==> config.mk <==
export PLATFORM = sky130hd
export DESIGN_NAME = ifetch_unit_flat
export DESIGN_NICKNAME = d
export VERILOG_FILES = /design/src/rtl/ifetch_unit_pkg.sv /design/src/rtl/ifetch_unit_if.sv /design/src/rtl/ifetch_next_pc.sv /design/src/rtl/ifetch_unit.sv /design/src/flat_wrapper.sv
export SDC_FILE = /design/constraint.sdc
export NUM_CORES = 1
export LEC_CHECK = 0
export BUFFER_PORTS_ARGS = -buffer_cell sky130_fd_sc_hd__buf_2
export CAP_MARGIN = 10
export CORE_MARGIN = 4
export CORE_UTILIZATION = 45
export DETAILED_ROUTE_END_ITERATION = 8
export GPL_TIMING_DRIVEN = 0
export PLACE_DENSITY = 0.79
export SYNTH_ARGS = -nofsm -noshare
export SYNTH_HDL_FRONTEND = slang
export SYNTH_HIERARCHICAL = 1
export SYNTH_SLANG_ARGS = --single-unit
==> constraint.sdc <==
create_clock -name CLK -period 3.34 [get_ports CLK]
set_clock_uncertainty 0.15 [all_clocks]
set_input_delay 0.334 -clock CLK [delete_from_list [all_inputs] [get_ports CLK]]
set_output_delay 0.334 -clock CLK [all_outputs]
set_load 0.01 [all_outputs]
==> src/rtl/ifetch_unit_pkg.sv <==
// Shared definitions for the instruction fetch unit: word width, reset PC and
// the FSM state encodings.
package ifetch_unit_pkg;

  localparam int unsigned WORD_WIDTH       = 32;
  localparam logic [31:0] RESET_PC_DEFAULT = 32'h0000_0000;

  localparam logic [1:0] IFU_BOOT  = 2'd0;
  localparam logic [1:0] IFU_FETCH = 2'd1;
  localparam logic [1:0] IFU_ISSUE = 2'd2;

endpackage

==> src/rtl/ifetch_unit_if.sv <==
// Instruction memory request/response bus seen by the fetch unit.
interface ifetch_unit_if #(
  parameter int unsigned WORD_WIDTH = ifetch_unit_pkg::WORD_WIDTH
);

  logic                  IMemReq;
  logic [WORD_WIDTH-1:0] IMemAddr;
  logic [WORD_WIDTH-1:0] IMemRdata;
  logic                  IMemValid;

  modport master (
    output IMemReq,
    output IMemAddr,
    input  IMemRdata,
    input  IMemValid
  );

  modport slave (
    input  IMemReq,
    input  IMemAddr,
    output IMemRdata,
    output IMemValid
  );

endinterface

==> src/rtl/ifetch_next_pc.sv <==
// Combinational next-PC select: jump beats branch beats sequential PC+4.
module ifetch_next_pc #(
  parameter int unsigned WORD_WIDTH = ifetch_unit_pkg::WORD_WIDTH
) (
  input  logic [WORD_WIDTH-1:0] pc,
  input  logic                  jump,
  input  logic [25:0]           jump_target26,
  input  logic                  branch_taken,
  input  logic [15:0]           branch_offset16,
  output logic [WORD_WIDTH-1:0] pc_plus4,
  output logic [WORD_WIDTH-1:0] next_pc
);

  logic [WORD_WIDTH-1:0] branch_disp;
  logic [WORD_WIDTH-1:0] jump_pc;

  assign pc_plus4    = pc + WORD_WIDTH'(4);
  assign branch_disp = {{(WORD_WIDTH-18){branch_offset16[15]}}, branch_offset16, 2'b00};
  // Jump keeps the region bits of the delay-slot address.
  assign jump_pc     = {pc_plus4[WORD_WIDTH-1:28], jump_target26, 2'b00};

  always_comb begin
    next_pc = pc_plus4;
    if (jump) begin
      next_pc = jump_pc;
    end else if (branch_taken) begin
      next_pc = pc_plus4 + branch_disp;
    end
  end

endmodule

==> src/rtl/ifetch_unit.sv <==
// Instruction fetch stage: holds the PC, fetches over imem, presents Instr to IR.
// Optional watchdog on stuck fetches enabled by defining IFU_TIMEOUT_EN.
module ifetch_unit
  import ifetch_unit_pkg::*;
#(
  parameter int unsigned          WORD_WIDTH     = ifetch_unit_pkg::WORD_WIDTH,
  parameter logic [WORD_WIDTH-1:0] RESET_PC      = RESET_PC_DEFAULT,
  parameter int unsigned          TIMEOUT_CYCLES = 16
) (
  input  logic                  CLK,
  input  logic                  RST,
  input  logic                  Stall,
  input  logic                  Jump,
  input  logic [25:0]           JumpTarget26,
  input  logic                  BranchTaken,
  input  logic [15:0]           BranchOffset16,
  ifetch_unit_if.master         imem,
  output logic [WORD_WIDTH-1:0] Instr,
  output logic                  InstrValid,
  output logic [WORD_WIDTH-1:0] PC,
  output logic [WORD_WIDTH-1:0] PCPlus4,
  output logic                  FetchErr
);

  logic [1:0]            state_q, state_d;
  logic [WORD_WIDTH-1:0] pc_q;
  logic [WORD_WIDTH-1:0] instr_q;
  logic                  valid_q;
  logic [WORD_WIDTH-1:0] next_pc;
  logic                  fetch_done;
  logic                  issue_go;

  assign fetch_done = (state_q == IFU_FETCH) && imem.IMemValid;
  assign issue_go   = (state_q == IFU_ISSUE) && !Stall;

  ifetch_next_pc #(
    .WORD_WIDTH (WORD_WIDTH)
  ) u_next_pc (
    .pc              (pc_q),
    .jump            (Jump),
    .jump_target26   (JumpTarget26),
    .branch_taken    (BranchTaken),
    .branch_offset16 (BranchOffset16),
    .pc_plus4        (PCPlus4),
    .next_pc         (next_pc)
  );

  always_comb begin
    state_d = state_q;
    case (state_q)
      IFU_BOOT:  state_d = IFU_FETCH;
      IFU_FETCH: if (imem.IMemValid) state_d = IFU_ISSUE;
      IFU_ISSUE: if (!Stall) state_d = IFU_FETCH;
      default:   state_d = IFU_BOOT;
    endcase
  end

  always_ff @(posedge CLK) begin
    if (RST) begin
      state_q <= IFU_BOOT;
      pc_q    <= RESET_PC;
      instr_q <= '0;
      valid_q <= 1'b0;
    end else begin
      state_q <= state_d;
      if (fetch_done) begin
        instr_q <= imem.IMemRdata;
        valid_q <= 1'b1;
      end
      if (issue_go) begin
        pc_q    <= next_pc;
        valid_q <= 1'b0;
      end
    end
  end

  assign imem.IMemReq  = (state_q == IFU_FETCH);
  assign imem.IMemAddr = pc_q;
  assign Instr         = instr_q;
  assign InstrValid    = valid_q;
  assign PC            = pc_q;

`ifdef IFU_TIMEOUT_EN
  localparam int unsigned CntW = $clog2(TIMEOUT_CYCLES + 1);

  logic [CntW-1:0] tmo_cnt_q;
  logic            timeout;

  // A response in the expiring cycle completes the fetch, so no error.
  assign timeout = (state_q == IFU_FETCH) && !imem.IMemValid &&
                   (tmo_cnt_q == CntW'(TIMEOUT_CYCLES - 1));

  always_ff @(posedge CLK) begin
    if (RST || (state_q != IFU_FETCH) || timeout) begin
      tmo_cnt_q <= '0;
    end else if (!imem.IMemValid) begin
      tmo_cnt_q <= tmo_cnt_q + CntW'(1);
    end
  end

  assign FetchErr = timeout;
`else
  assign FetchErr = 1'b0;
`endif

endmodule

==> src/flat_wrapper.sv <==
// flat-port wrapper written by rule: the top's interface ports become plain ports
module ifetch_unit_flat import ifetch_unit_pkg::*;
#(
  parameter int unsigned          WORD_WIDTH     = ifetch_unit_pkg::WORD_WIDTH,
  parameter logic [WORD_WIDTH-1:0] RESET_PC      = RESET_PC_DEFAULT,
  parameter int unsigned          TIMEOUT_CYCLES = 16
)
  (CLK, RST, Stall, Jump, JumpTarget26, BranchTaken, BranchOffset16, Instr, InstrValid, PC, PCPlus4, FetchErr, imem_IMemReq, imem_IMemAddr, imem_IMemRdata, imem_IMemValid);
  ifetch_unit_if #(.WORD_WIDTH(WORD_WIDTH)) imem_i ();
  input  logic CLK;
  input  logic RST;
  input  logic Stall;
  input  logic Jump;
  input  logic [25:0] JumpTarget26;
  input  logic BranchTaken;
  input  logic [15:0] BranchOffset16;
  output logic [WORD_WIDTH-1:0] Instr;
  output logic InstrValid;
  output logic [WORD_WIDTH-1:0] PC;
  output logic [WORD_WIDTH-1:0] PCPlus4;
  output logic FetchErr;
  output wire logic [$bits(imem_i.IMemReq)-1:0] imem_IMemReq;
  output wire logic [$bits(imem_i.IMemAddr)-1:0] imem_IMemAddr;
  input wire logic [$bits(imem_i.IMemRdata)-1:0] imem_IMemRdata;
  input wire logic [$bits(imem_i.IMemValid)-1:0] imem_IMemValid;
  assign imem_IMemReq = imem_i.IMemReq;
  assign imem_IMemAddr = imem_i.IMemAddr;
  assign imem_i.IMemRdata = imem_IMemRdata;
  assign imem_i.IMemValid = imem_IMemValid;
  ifetch_unit #(.WORD_WIDTH(WORD_WIDTH), .RESET_PC(RESET_PC), .TIMEOUT_CYCLES(TIMEOUT_CYCLES)) u_core (.CLK(CLK), .RST(RST), .Stall(Stall), .Jump(Jump), .JumpTarget26(JumpTarget26), .BranchTaken(BranchTaken), .BranchOffset16(BranchOffset16), .imem(imem_i), .Instr(Instr), .InstrValid(InstrValid), .PC(PC), .PCPlus4(PCPlus4), .FetchErr(FetchErr));
endmodule
==> results.toml <==
[synthesis]
syn-cell-area_sq_um = 6090
syn_inst = 739
synthMuxAreaShare_pct = 13.3
syn_area_per_cell_sq_um = 8.24
synthFlopType = "dfxtp_1"
synth_top_family_by_area = "simple AND/OR/NAND/NOR gates"
syn_nets = 856
yosys_warnings = 6
synth_simple_gate_area_share_pct = 25.3
ys_seq_area_share_pct = 22.0
synthAdderAreaFrac_pct = 7.73
synthArstFlopShare_pct = 0
ys_seq_elements = 67
synth_xor_area_share_pct = 7.75
synth_compound_area_share_pct = 13.8
synthDistinctLibCells = 65
synth-edff-count = 0

[sta]
setup_viol = 16
max-slew-margin-rel_pct = 50.8
finalMaxSlewViolations = 0
fin_tns_setup_ns = -5.99
fin_crit_ns = 3.87
worst_slew_pin_slew_ns = 0.736
clock.fmax_mhz = 258
finalHoldViolCount = 0
fin_ws_ns = -0.532
rsz0062_at_grt = "true"
period_share_pct = 116

[finish]
layout_common_cells = "buf_2 (209), nand2b_1 (131), buf_4 (100)"
nets = 1139
syn_to_final_growth_pct = 50.9
regArea_sq_um = 1390
fillers = 1022
fin_area_sq_um = 9190
final_common_cell = "buf_2"
multiInputGateArea_sq_um = 5090
drive_above_1_share_pct = 49.1

[detailed_routing]
drt-vias-per-instance = 5.40
final_antenna_net_count = 0
wl_per_cell_um = 17.3
drt_iter0_drc = 525
route.detailed.drc = 0
drtPass1Iterations = 6
dr_total_vias = 6507
wl_mm = 20.8

[power_and_ir_drop]
ir_worst_vdd_mv = 0.278
power_mw = 2.33
leakagePower_nw = 4.37
pwr_density_cell_nw_per_um2 = 253

[flow_run]
cap_violations = 0

[grt]
use_met3_pct = 4.33
met1_usage_pct = 29.6
met2_usage_pct = 41.0
grt-ovfl-total = 0
antenna_found_initial = 1
grt_pass1_vias = 6158
grt_pass1_wl_mm = 30.8
grt_max_degree = 21
grtUsageTotal_pct = 23.9
grt_busiest_layer = "met2"

[floorplanning]
die_x_um = 124
initial_utilization_pct = 46.0
die_area_sq_um = 15500
core_area_sq_um = 13200
dieHeight_um = 124
rows = 42
io_pins = 211

[clock_network]
ctsRootBufferMaster = "clkbuf_16"
htree_levels = 3
cts-hold-fix-buffers = 0
cts.path.max_buffers = 2
clk_latency_ns = 0.32
cts_tree = "built"
clock-sinks = 67
cts_buffers = 9
path_clk_slew_ns = 0.05

[run_status]
violations = "setup timing"
outcome = "finished, violations left"

[worst_setup_path]
path_max_fanout = 7
worst_ep_arrival_time_ns = 3.97
end_kind = "flop"
worstPathRequired_ns = 3.44
cp-start-kind = "flop"
worst-setup-path-type = "flop to flop"

[placed_design]
place_congestion = 0.875
portBuffers = 206
placed_area_sq_um = 7680
hpwl_mm = 14.4

[worst_hold_path]
min_path_type = "input port to flop"
## flip-flops by register name, indices dropped and copies added (netlist names)
register and cells:
u_core/PC 32, u_core/InstrValid 1, u_core/state_q 2, u_core/Instr 32
## cells in the mapped netlist (all sizes together) (12+ instances only)
cell,count,area [sq um]
mux2i,73,731
clkbuf,20,85.1
dfxtp,67,1340
a21oi,37,189
buf,53,443
inv,22,82.6
nand4,16,121
nand2b,131,820
nand3,12,60.1
ha,36,450
o21ai,40,204
nor2,40,158
a21o,13,97.6
xnor2,39,349
nand2,41,154
xor2,14,123
## logic make-up after synthesis
family | Yosys count
AOI/OAI and AO/OA | 133
DFF | 67
buffers and inverters | 95
muxes | 80
adders and majority gates | 37
and+or+nand+nor | 273
xor gates and xnor gates | 53
other | 1
## layout make-up
| cell class | count | area share [%] |
|---|---|---|
| multi-input cells | 577 | 55.4 |
| repair buffers | 275 | 17.3 |
| flip-flops and latches | 67 | 15.2 |
| plain buffers | 70 | 5.62 |
| clock buffers | 15 | 3.13 |
| well taps | 176 | 2.40 |
| inverters | 22 | 0.899 |
| clock inverters | 1 | 0.0545 |
| diodes | 1 | 0.0272 |
## per-stage QoR
stage	hold slack (ns)	util, %	std cells	worst slack (ns)
2_1_floorplan	0.336	-	739	-0.174
3_3_place_gp	0.304	58.0	1121	-0.544
3_5_place_dp	0.312	58.0	1121	-0.590
4_1_cts	0.104	65.0	1174	-0.337
5_1_grt	0.117	69.4	1204	-0.709
6_report	0.120	69.4	1204	-0.532
## timing repair
item                                    4_1_cts  5_1_grt
resized for setup                            69       76
pin swaps                                    45       37
buffers inserted                             38       31
endpoints found under the setup margin       18       21
## layer usage
| metal | vias to the layer above | wire length [um] |
|---|---|---|
| li1 | 3094 | - |
| met1 | 3022 | 8470 |
| met2 | 312 | 10000 |
| met3 | 79 | 1340 |
| met4 | 0 | 971 |
| met5 | - | 0 |
## critical path: stages, from the launching register on
cell	delay, ns
dfxtp_4	0.38
ha_4	0.16
nand4_1	0.11
buf_6	0.16
nor2_4	0.15
nand2_4	0.10
xnor2_4	0.20
ha_1	0.26
buf_2	0.17
a21oi_2	0.23
o21bai_1	0.17
a2111oi_4	0.39
nand3_2	0.16
a211oi_2	0.28
xnor2_1	0.18
nand2_1	0.10
a22oi_2	0.25
nand2b_1	0.09
mux2i_1	0.12
## report_power, final
part,internal [mW],switching [mW],total [mW]
Clock,0.582,0.314,0.896
Sequential,0.822,0.0268,0.849
Combinational,0.282,0.302,0.584
## final timing paths
| kind | slack [ns] | from | endpoint | cells past startpoint |
|---|---|---|---|---|
| hold reg to reg | 0.32 | u_core/Instr[8] | u_core/Instr[8] | 2 |
| setup / recovery | -0.53 | u_core/PC[2] | u_core/PC[31] | 18 |
| setup reg to reg | -0.53 | u_core/PC[2] | u_core/PC[31] | 18 |
| hold / removal | 0.12 | imem_IMemRdata[16] | u_core/Instr[16] | 3 |
(Power assumes the default switching activity.)
